==> src/rtl/px_stream_pkg.sv <==
// Shared types and helpers for the pixel streaming blocks (frame sink and stream source).
package px_stream_pkg;

  localparam int XB_DEF = 10;
  localparam int YB_DEF = 10;
  localparam int PB_DEF = 8;

  typedef enum logic [1:0] {
    IDLE  = 2'd0,
    RUN   = 2'd1,
    DRAIN = 2'd2,
    DONE  = 2'd3
  } state_t;

  // Frame-buffer address is {y, x}; callers truncate to XB+YB bits.
  function automatic logic [63:0] pack_addr(input logic [31:0] y, input logic [31:0] x,
                                            input int xb);
    return ({32'd0, y} << xb) | {32'd0, x};
  endfunction

endpackage

==> src/rtl/px_raster_cnt.sv <==
// Raster x/y position counter with configurable width/height; wraps at the frame end.
module px_raster_cnt #(
  parameter int XB = 10,
  parameter int YB = 10
) (
  input  logic          clk,
  input  logic          rst_n,
  input  logic          clear,
  input  logic          advance,
  input  logic [XB-1:0] cfg_w,
  input  logic [YB-1:0] cfg_h,
  output logic [XB-1:0] x,
  output logic [YB-1:0] y,
  output logic          is_last_x,
  output logic          is_last_y
);

  assign is_last_x = (x == cfg_w);
  assign is_last_y = (y == cfg_h);

  // NOTE: sequential state uses non-blocking assignments so every register samples pre-edge values.
  always_ff @(posedge clk or negedge rst_n) begin
    if (!rst_n) begin
      x <= '0;
      y <= '0;
    end else if (clear) begin
      x <= '0;
      y <= '0;
    end else if (advance) begin
      if (is_last_x) begin
        x <= '0;
        y <= is_last_y ? '0 : y + 1'b1;
      end else begin
        x <= x + 1'b1;
      end
    end
  end

endmodule

==> src/rtl/px_frame_sink.sv <==
// Frame sink: writes a raster pixel stream into a frame buffer and checks last_x/last_y framing.
// Optional running pixel checksum output is enabled with `define PX_SINK_CHECKSUM_EN.
module px_frame_sink
  import px_stream_pkg::*;
#(
  parameter int XB = XB_DEF,
  parameter int YB = YB_DEF,
  parameter int PB = PB_DEF
) (
  input  logic             clk,
  input  logic             rst_n,
  input  logic [XB-1:0]    cfg_width,
  input  logic [YB-1:0]    cfg_height,
  input  logic             start,
  output logic             px_in_ready,
  input  logic             px_in_valid,
  input  logic             px_in_last_y,
  input  logic             px_in_last_x,
  input  logic [PB-1:0]    px_in_data,
  output logic             mem_wr_en,
  input  logic             mem_wr_ready,
  output logic [XB+YB-1:0] mem_wr_addr,
  output logic [PB-1:0]    mem_wr_data,
  output logic             done,
  output logic             err_framing,
  output logic [XB-1:0]    err_x,
`ifdef PX_SINK_CHECKSUM_EN
  output logic [PB+XB+YB-1:0] checksum,
`endif
  output logic [YB-1:0]    err_y
);

  state_t        state, state_nxt;
  logic [XB-1:0] cfg_w, x;
  logic [YB-1:0] cfg_h, y;
  logic          is_last_x, is_last_y;
  logic          accept, arm, mismatch;

  assign arm         = start && (state == IDLE || state == DONE);
  assign px_in_ready = (state == RUN) && (!mem_wr_en || mem_wr_ready);
  assign accept      = px_in_valid && px_in_ready;
  assign done        = (state == DONE);
  assign mismatch    = (px_in_last_x != is_last_x) || (px_in_last_y != is_last_y);

  px_raster_cnt #(.XB(XB), .YB(YB)) u_cnt (
    .clk       (clk),
    .rst_n     (rst_n),
    .clear     (arm),
    .advance   (accept),
    .cfg_w     (cfg_w),
    .cfg_h     (cfg_h),
    .x         (x),
    .y         (y),
    .is_last_x (is_last_x),
    .is_last_y (is_last_y)
  );

  always_ff @(posedge clk or negedge rst_n) begin
    if (!rst_n) begin
      state <= IDLE;
      cfg_w <= '0;
      cfg_h <= '0;
    end else begin
      state <= state_nxt;
      if (arm) begin
        cfg_w <= cfg_width;
        cfg_h <= cfg_height;
      end
    end
  end

  // NOTE: next-state defaults to the current state first so no path leaves it unassigned (no latch).
  always_comb begin
    state_nxt = state;
    unique case (state)
      IDLE:    if (start) state_nxt = RUN;
      RUN:     if (accept && is_last_x && is_last_y) state_nxt = DRAIN;
      DRAIN:   if (!mem_wr_en || mem_wr_ready) state_nxt = DONE;
      DONE:    if (start) state_nxt = RUN;
      default: state_nxt = IDLE;
    endcase
  end

  // One-entry write stage; a new beat may replace the entry in the same cycle it retires.
  always_ff @(posedge clk or negedge rst_n) begin
    if (!rst_n) begin
      mem_wr_en   <= 1'b0;
      mem_wr_addr <= '0;
      mem_wr_data <= '0;
    end else if (accept) begin
      mem_wr_en   <= 1'b1;
      mem_wr_addr <= (XB+YB)'(pack_addr(32'(y), 32'(x), XB));
      mem_wr_data <= px_in_data;
    end else if (mem_wr_ready) begin
      mem_wr_en   <= 1'b0;
    end
  end

  always_ff @(posedge clk or negedge rst_n) begin
    if (!rst_n) begin
      err_framing <= 1'b0;
      err_x       <= '0;
      err_y       <= '0;
    end else if (arm) begin
      err_framing <= 1'b0;
      err_x       <= '0;
      err_y       <= '0;
    end else if (accept && mismatch) begin
      err_framing <= 1'b1;
      if (!err_framing) begin
        err_x <= x;
        err_y <= y;
      end
    end
  end

`ifdef PX_SINK_CHECKSUM_EN
  always_ff @(posedge clk or negedge rst_n) begin
    if (!rst_n)      checksum <= '0;
    else if (arm)    checksum <= '0;
    else if (accept) checksum <= checksum + (PB+XB+YB)'(px_in_data);
  end
`endif

endmodule

==> config.mk <==
export PLATFORM = sky130hd
export DESIGN_NAME = px_frame_sink
export DESIGN_NICKNAME = d
export VERILOG_FILES = /design/src/rtl/px_stream_pkg.sv /design/src/rtl/px_raster_cnt.sv /design/src/rtl/px_frame_sink.sv
export SDC_FILE = /design/constraint.sdc
export NUM_CORES = 1
export LEC_CHECK = 0
export BUFFER_PORTS_ARGS = -buffer_cell sky130_fd_sc_hd__buf_2
export CAP_MARGIN = 5
export CORE_ASPECT_RATIO = 1.25
export CORE_MARGIN = 2
export CORE_UTILIZATION = 25
export DETAILED_ROUTE_END_ITERATION = 10
export SLEW_MARGIN = 10
export SYNTH_ARGS = -nofsm -noshare
export SYNTH_HDL_FRONTEND = slang
export SYNTH_SLANG_ARGS = --single-unit
==> constraint.sdc <==
create_clock -name clk -period 5.8 [get_ports clk]
set_input_delay 0.29 -clock clk [delete_from_list [all_inputs] [get_ports clk]]
set_output_delay 0.29 -clock clk [all_outputs]
set_load 0.1 [all_outputs]
### After elaboration in Yosys (flattened, before gate mapping)

Cells that the tools add are included.

| word-level totals | value |
|---|---|
| flip-flop bits (word level) | 92 |
| bits of input ports | 35 |
| output and inout port bits | 52 |
| logic and storage cells | 65 |

| cells by class | value |
|---|---|
| add/sub/neg operators | 2 |
| equal/unequal tests | 11 |
| mux-type cells | 21 |
| bitwise operators | 1 |
| reduce and logical (&&, ||, !) cells | 19 |

Operators with widths:

| kind | count |
|---|---|
| 2-to-1 mux 10 bit | 13 |
| adder 10 x 1 -> 10 bit, second input constant | 2 |
| equality test 10 bit | 2 |
| OR 20 x 10 -> 20 bit | 1 |
| nonzero test 2 bit | 4 |
| logical AND 1 bit | 6 |
| 2-to-1 mux 2 bit | 3 |
| inequality test 2 x 1 -> 1 bit, second input constant | 3 |
| case mux 2 bit (3 select lines) | 1 |
| equality test 2 bit, second input constant | 2 |
| 2-to-1 mux 1 bit | 4 |
| AND reduction 2 bit | 2 |
| logical OR 1 bit | 3 |
| AND reduction 3 bit | 1 |
| equality test 2 x 1 -> 1 bit, second input constant | 1 |
| zero test 2 bit | 1 |
| inequality test 1 bit | 2 |
| inequality test 2 bit, second input constant | 1 |
| OR reduction 2 bit | 1 |
| zero test 1 bit | 1 |

### Depth between registers and ports, before layout

Gate-level depths: netlist of run 1.

| logic depth | value |
|---|---|
| depth after elaboration | 8 |
| gate-level depth with buffers | 8 |
| depth with buffers taken out | 7 |

### Modules after synthesis

Synthesis of run 1 repeated with hierarchy kept, for this count alone.

| unflattened totals | value |
|---|---|
| cell total of the unflattened synthesis | 392 |
| area, all modules | 4177.8 um2 |

Modules (own cells, without submodules):

| module | instances | cells an instance | area an instance (um2) | seq. area each (um2) |
|---|---|---|---|---|
| px_frame_sink | 1 | 255 | 2880.3 | 1801.7 |
| px_raster_cnt | 1 | 137 | 1297.5 | 500.5 |

### Worst setup path after synthesis of run 1

No wires, ideal clock.

| path | value |
|---|---|
| path kind | register to register |
| from | register mem_wr_en |
| to | register mem_wr_addr[10] |
| library setup time | 0.126 ns |
| arrival time | 2.173 ns |
| required time | 5.674 ns |
| path slack | 3.501 ns |
| cell stages (with the launch flop) | 6 |
| path buffers | 2 |
| period minus slack after synthesis | 2.299 ns |
| cell sequence | dfrtp_1 nand2b_1 nand3_1 buf_6 clkbuf_1 mux2_2 |

| on the way | value |
|---|---|
| word-level cells in the longest chain between the ends | 4 |

RTL lines:

| element | line | text |
|---|---|---|
| start, declared | px_frame_sink.sv:20 | `output logic mem_wr_en,` |
| start signal, assigned | px_frame_sink.sv:87 | `mem_wr_en <= 1'b0;` |
| start signal, assigned | px_frame_sink.sv:91 | `mem_wr_en <= 1'b1;` |
| start signal, assigned | px_frame_sink.sv:95 | `mem_wr_en <= 1'b0;` |
| zero test 1 bit | px_frame_sink.sv:40 | `assign px_in_ready = (state == RUN) && (!mem_wr_en \|\| mem_wr_ready);` |
| logical OR 1 bit | px_frame_sink.sv:40 |  |
| logical AND 1 bit | px_frame_sink.sv:40 |  |
| logical AND 1 bit | px_frame_sink.sv:41 | `assign accept = px_in_valid && px_in_ready;` |
| end signal, assigned | px_frame_sink.sv:92 | `mem_wr_addr <= (XB+YB)'(pack_addr(32'(y), 32'(x), XB));` |
| end, declared | px_frame_sink.sv:22 | `output logic [XB+YB-1:0] mem_wr_addr,` |

Every way passes these cells.
A chain may end at the register's enable or synchronous reset.

### Worst setup path after layout of run 1

| path | value |
|---|---|
| from | register u_cnt.y[1] |
| to | register err_x[5] |

| on the way | value |
|---|---|
| word-level cells in the longest chain between the ends | 6 |

RTL lines:

| element | line | text |
|---|---|---|
| start, declared | px_raster_cnt.sv:13 | `output logic [YB-1:0] y,` |
| start signal, assigned | px_raster_cnt.sv:32 | `y <= is_last_y ? '0 : y + 1'b1;` |
| equality test 10 bit | px_raster_cnt.sv:19 | `assign is_last_y = (y == cfg_h);` |
| inequality test 1 bit | px_frame_sink.sv:43 | `assign mismatch = (px_in_last_x != is_last_x) \|\| (px_in_last_y != is_last_y);` |
| logical OR 1 bit | px_frame_sink.sv:43 |  |
| logical AND 1 bit | px_frame_sink.sv:108 | `end else if (accept && mismatch) begin` |
| nonzero test 2 bit (no line) | -- |  |
| AND reduction 2 bit (no line) | -- |  |
| end signal, assigned | px_frame_sink.sv:102 | `err_x <= '0;` |
| end signal, assigned | px_frame_sink.sv:106 | `err_x <= '0;` |
| end signal, assigned | px_frame_sink.sv:111 | `err_x <= x;` |
| end, declared | px_frame_sink.sv:26 | `output logic [XB-1:0] err_x,` |

Every way passes these cells.

==> impl_metrics.toml, run 1 <==
[setup_path]
crit_type = "reg2reg"
end_kind = "flop"
cp-startpoint = "u_cnt.y[1]$_DFFE_PN0P_"
crit_fanout = 20
cp-endpoint = "err_x[5]$_DFFE_PN0P_"
cp.required_ns = 6.06
worstReg2RegStart = "u_cnt.y[1]$_DFFE_PN0P_"
ff2ff_path_depth = 7
arrival_ns = 2.69
rr_endpoint = "err_x[5]$_DFFE_PN0P_"
startpoint_type = "flop"
r2r_setup_slack_ns = 3.38

[finish]
fillers = 1834
drive_gt1_frac = 0.281
regArea_sq_mm = 0.00230
multi_input_area_sq_mm = 0.00193
area_growth_pct = 21.2
diodes = 0
final_common_cell = "nand2_1"
layout_common_cells = "nand2_1, dfrtp_1, buf_2"
nets = 540

[clock_network]
htreeDepth = 3
postCtsHoldBufs = 1
numCtsBuffers = 9
clk_latency_ns = 0.35
root_buffer = "clkbuf_16"
ctsResizeCount = 0
cts.sinks = 92
clk_pin_slew_worst_paths_ns = 0.06
post_cts_buffers = 0
clockBufferDepth = 2
cts_tree = "yes"

[routing]
route.detailed.wl_per_inst_um = 14.4
viasPerCell = 4.29
routed_wirelength_um = 10500
first_pass_iters = 4
postRouteAntennaNets = 0
drt_iter0_markers = 125
vias = 3124
post-route-drc-count = 0

[logic_synthesis]
synth_cell_types = 49
yosysTopAreaCell = "dfrtp_1"
synth_area_leaders = "dfrtp_1, nand2_1, mux2_2, mux2i_1, xnor2_1"
ys_ff_latch = 92
synth_top_area_share = 0.522
yosysSeqAreaShare = 0.522
synth_ff_type = "dfrtp_1"
ys_warn_count = 0
syn_area_sq_mm = 0.00441
async_reset_ff_frac = 1.00
syn_area_per_cell_sq_um = 10.5
syn_nets = 460
synth_cells = 420
synth_edf_count = 0

[power_and_ir_drop]
power_w = 0.00248
leakage_nw = 2.61
ir_drop_v = 0.000343
p_per_area_mw_per_mm2 = 463

[floorplan]
dieHeight_um = 153
core-area_sq_mm = 0.0174
die_w_um = 123
start_util = 0.254
pin_count = 87
dieArea_sq_mm = 0.0187
num_rows = 54

[global_routing]
grtUsageMet3 = 0.0318
top_usage_layer = "met2"
grt_antenna_before_repair = 0
use_met2 = 0.185
grt_pass1_wl_um = 17000
grt.overflow.total = 0
grt_pass1_vias = 3180
grt_max_degree = 65
use_met1 = 0.151
grt_use_total = 0.118

[timing]
clock.fmax_mhz = 412
rsz0062_at_grt = "no"
finalWorstSetupSlack_ns = 3.38
finalHoldViolCount = 0
slew_viol_final = 0
setup_viol = 0
clock_skew_ns = 0.00675
min_period_ns = 2.42
worstMarginPinSlew_ns = 0.759
relSlewSlack = 0.494
fin_crit_sh = 0.418
holdWs_ns = 0.129
setup-tns-final_ns = 0

[run]
maxCapViolCount = 0

[run_status]
status = "completed"

[place]
dp_hpwl_um = 7360
gp_congestion = 0.762
port_buffers = 86
pre_cts_ws_ns = 3.39

[min_path]
min_path_type = "in2reg"
-- critical path: stages, from the launching register on --
cell and delay (ns):
dfrtp_1 0.57, xnor2_1 0.16, nand4_1 0.15, nor4_1 0.46, and4b_4 0.29, nor3_4 0.09, buf_4 0.35, mux2i_1 0.24
-- layer usage --
metal	vias to the layer above	wire length, um
met4	0	235
li1	1543	-
met1	1483	4670
met3	16	570
met5	-	0
met2	82	5000
-- how the worst min path moves through the flow --
| stage | start | endpoint | slack (ns) | cells past startpoint |
|---|---|---|---|---|
| 3_3_place_gp | rst_n | err_y[9]$_DFFE_PN0P_ | 0.27 | 1 |
| 4_1_cts | px_in_data[2] | mem_wr_data[2]$_DFFE_PN0P_ | 0.12 | 3 |
| 3_5_place_dp | rst_n | err_y[9]$_DFFE_PN0P_ | 0.27 | 1 |
| 5_1_grt | cfg_width[2] | cfg_w[2]$_DFFE_PN0P_ | 0.13 | 3 |
| 6_report | px_in_data[3] | mem_wr_data[3]$_DFFE_PN0P_ | 0.13 | 3 |
| 2_1_floorplan | rst_n | cfg_h[0]$_DFFE_PN0P_ | -0.006 | 0 |
-- synth_stat cells, types with 5 or more instances --
library cell / instances
nand2_1: 135
xor2_1: 8
nor2_1: 17
nand3_1: 8
dfrtp_1: 92
mux2i_1: 20
clkbuf_1: 8
ha_1: 5
mux2_2: 19
o21ai_0: 10
nand4_1: 5
xnor2_1: 18
buf_6: 6
a21oi_1: 9
-- final cells by class --
type,count,share of cell area
clock buffer,13,0.0506
clock inverter,3,0.0126
inverter,4,0.00281
multi-input combinational,301,0.361
sequential,92,0.431
tap,224,0.0524
timing repair buffer,92,0.0899
-- state kept, by name (all words and copies together), names as in the netlist, 8 cells and up --
signal and flops:
mem_wr_addr 20, cfg_h 10, cfg_w 10, err_x 10, err_y 10, u_cnt.x 10
u_cnt.y 10, mem_wr_data 8
-- power breakdown --
group          internal, W  leakage [nW]  switching (W)
combinational     0.000249          1.22       0.000694
clock             0.000413         0.162       0.000244
sequential        0.000766          1.23       0.000110
-- kinds of logic (layout without fill, tap and decap cells) --
| kind of cell | count (synthesis) | after routing | synth area share |
|---|---|---|---|
| buf+inv | 27 | 112 | 0.0420 |
| fa+ha+maj | 5 | 5 | 0.0142 |
| simple gates | 197 | 197 | 0.210 |
| mux | 39 | 39 | 0.0939 |
| xor+xnor | 32 | 32 | 0.0788 |
| flops | 92 | 92 | 0.522 |
| compound gates | 28 | 28 | 0.0389 |
-- through the flow --
stage	area (sq um)	utilization	std cells
CTS	5350	0.308	729
floorplan	4410	-	420
finish	5350	0.308	729
global route	5350	0.308	729
global placement	5000	0.288	712
detailed placement	5000	0.288	712
Note: power is estimated with default switching activity, not from simulation.
==> run 2, diff against run 1 <==
- ABC_AREA: not set -> 1
- clock period: 5.8 -> 2 ns (I/O delays scaled with it)
==> run 2 against run 1 <==
Synthesized cell count up 28%. Flip-flop and latch count unchanged. Critical path depth up 2. Clock skew up 0.0029 ns. Utilization up 3.2 points. Worst setup slack worse by 3.3 ns. Sequential share of layout area down 3.7 points. Area after synthesis down 1.1%. Sequential power rose to 3.0 times the previous value. Non-clock buffer count up 48. Critical endpoint is now u_cnt.y[2]$_DFFE_PN0P_. Largest cell class unchanged. Largest power group unchanged. Highest routed layer unchanged.
==> impl_metrics.toml, run 2 <==
[run_status]
status = "completed"

[routing]
first_pass_iters = 6
wl_met1_um = 5320
route.detailed.wl_per_inst_um = 12.9
drt_iter0_markers = 221
vias = 3823
routed_wirelength_um = 11700
wl_met3_um = 565
postRouteAntennaNets = 0
highest_layer = "met4"
viasPerCell = 4.25
met2_length_um = 5490
post-route-drc-count = 0

[global_routing]
grt_pass1_wl_um = 19300
grt_antenna_before_repair = 0
grt.overflow.total = 0
grt_max_degree = 39
grt_pass1_vias = 3791
grt_use_total = 0.135

[logic_synthesis]
synth_edf_count = 0
synth_cells = 539
yosysSeqAreaShare = 0.528
yosysMostFrequentCell = "nand2_1"
synth_cell_types = 32
ys_warn_count = 0
synth_ff_type = "dfrtp_1"
yosysTopAreaCell = "dfrtp_1"
ys_ff_latch = 92
syn_nets = 579
async_reset_ff_frac = 1.00
syn_area_sq_mm = 0.00436
syn_area_per_cell_sq_um = 8.10
synth_top_area_share = 0.528
ys_top_cells_by_count = "nand2_1, dfrtp_1, nor2_1"
synth_area_leaders = "dfrtp_1, nand2_1, o21ai_0, nand3_1, nor2_1"

[floorplan]
num_rows = 54
pin_count = 87
die_w_um = 122
start_util = 0.252
dieArea_sq_mm = 0.0185
core-area_sq_mm = 0.0173
dieHeight_um = 152

[timing]
finalHoldViolCount = 0
slew_viol_final = 0
min_period_ns = 1.90
setup_viol = 0
relSlewSlack = 0.656
fin_crit_sh = 0.950
clock_skew_ns = 0.00963
clock.fmax_mhz = 527
worstMarginPinSlew_ns = 0.520

[finish]
area_growth_pct = 34.5
regArea_sq_mm = 0.00231
multi_input_area_sq_mm = 0.00186
fillers = 1848
nets = 711
drive_gt1_frac = 0.271
top_register = "mem_wr_addr"
diodes = 0
final_common_cell = "nand2_1"
layout_common_cells = "nand2_1, dfrtp_1, buf_2"
fin_util = 0.339
largest_reg_flops = 20

[power_and_ir_drop]
clkPwrFrac = 0.193
switching_share = 0.507
p_sw_w = 0.00441
leakage_nw = 3.00
p_seq_frac = 0.307
pwr-share-comb = 0.500
p_int_w = 0.00428
power_w = 0.00869
ir_drop_v = 0.000949
p_per_area_mw_per_mm2 = 1480

[run]
maxCapViolCount = 0

[clock_network]
cts.sinks = 92
root_buffer = "clkbuf_16"
numCtsBuffers = 9
clk_pin_slew_worst_paths_ns = 0.07
htreeDepth = 3
cts_tree = "yes"
clockBufferDepth = 2
clk_latency_ns = 0.35

[setup_path]
r2r_setup_slack_ns = 0.10
worstReg2RegStart = "state[0]$_DFFE_PN0P_"
ff2ff_path_depth = 9
crit_type = "reg2reg"
rr_endpoint = "u_cnt.y[2]$_DFFE_PN0P_"
arrival_ns = 2.13
end_kind = "flop"
cp.required_ns = 2.24
crit_fanout = 8
startpoint_type = "flop"

[min_path]
worstHoldStart = "mem_wr_ready"
whs_path_depth = 4
min_path_type = "in2reg"
min_to = "mem_wr_en$_DFFE_PN0P_"

[place]
gp_congestion = 0.823
dp_hpwl_um = 8410
port_buffers = 86
run 2: changes by cell type after synthesis, sizes merged, moves of 3 or more:
| cell | before | now |
|---|---|---|
| nand3 | 8 | 38 |
| buf | 12 | 8 |
| mux2 | 19 | 0 |
| nand2 | 137 | 197 |
| nor2b | 4 | 0 |
| nor3 | 3 | 7 |
| nand4 | 7 | 4 |
| o21ai | 10 | 43 |
| inv | 4 | 54 |
| mux2i | 20 | 0 |
| xnor2 | 24 | 2 |
| nor2 | 17 | 52 |
| and3 | 4 | 0 |
run 2: area by class of cell:
type	count	area share
clock inverter	5	0.00597
multi-input combinational	374	0.317
sequential	92	0.394
tap	224	0.0478
timing repair buffer	140	0.158
inverter	54	0.0350
clock buffer	11	0.0431
run 2: worst max-delay path by stage:
stage | start | end | cells after the start
3_3_place_gp | state[1]$_DFFE_PN0P_ | u_cnt.x[9]$_DFFE_PN0P_ | 13
4_1_cts | state[1]$_DFFE_PN0P_ | u_cnt.x[9]$_DFFE_PN0P_ | 14
6_report | state[0]$_DFFE_PN0P_ | u_cnt.y[2]$_DFFE_PN0P_ | 9
5_1_grt | state[0]$_DFFE_PN0P_ | u_cnt.x[9]$_DFFE_PN0P_ | 12
2_1_floorplan | mem_wr_en$_DFFE_PN0P_ | u_cnt.x[9]$_DFFE_PN0P_ | 12
3_5_place_dp | state[1]$_DFFE_PN0P_ | u_cnt.x[9]$_DFFE_PN0P_ | 14
run 2: routing by layer:
metal | global-route usage | vias up
met4 | 0.0523 | 0
met1 | 0.176 | 1758
met3 | 0.0314 | 18
met2 | 0.216 | 90
li1 | - | 1957
met5 | 0 | -
run 2: power groups by stage:
stage          Combinational [W]  Clock (W)  Sequential, W
2_1_floorplan            0.00198          0        0.00404
3_3_place_gp             0.00416          0        0.00267
3_5_place_dp             0.00420          0        0.00268
4_1_cts                  0.00425    0.00170        0.00266
5_1_grt                  0.00476    0.00178        0.00274
6_report                 0.00435    0.00168        0.00267
run 2: timing repair:
action	in CTS	in global routing
hold buffers	29	0
setup buffers	0	6
endpoints found under the setup margin	0	26
hold endpoints to repair	61	0
resized for setup	0	14
run 2: logic make-up (layout without fill, tap and decap cells):
kind of cell	Yosys count	after routing	share of synthesized area
AOI/OAI and AO/OA	61	61	0.0771
xor gates and xnor gates	8	8	0.0161
DFF	92	92	0.528
buffers and inverters	73	210	0.0677
adders and majority gates	5	5	0.0143
and+or+nand+nor	300	300	0.297
run 2: stage by stage:
step | area (sq um) | cells | hold WS (ns) | TNS [ns] | worst slack, ns
after floorplan | 4420 | 539 | -0.196 | -6.07 | -0.282
after global placement | 5180 | 849 | 0.107 | 0 | 0.106
after detailed placement | 5180 | 849 | 0.107 | 0 | 0.0786
after CTS | 5760 | 894 | 0.0194 | 0 | 0.0300
after global routing | 5870 | 900 | 0.0587 | -0.00846 | -0.00846
final | 5870 | 900 | 0.0200 | 0 | 0.101
run 2: critical path, cell delays in order (launching register included):
cell and delay (ns):
dfrtp_1 0.44, inv_1 0.07, ha_1 0.33, nand2_2 0.17
buf_4 0.18, o21ai_4 0.08, buf_4 0.17, buf_4 0.14
a21oi_1 0.15, a21oi_2 0.05
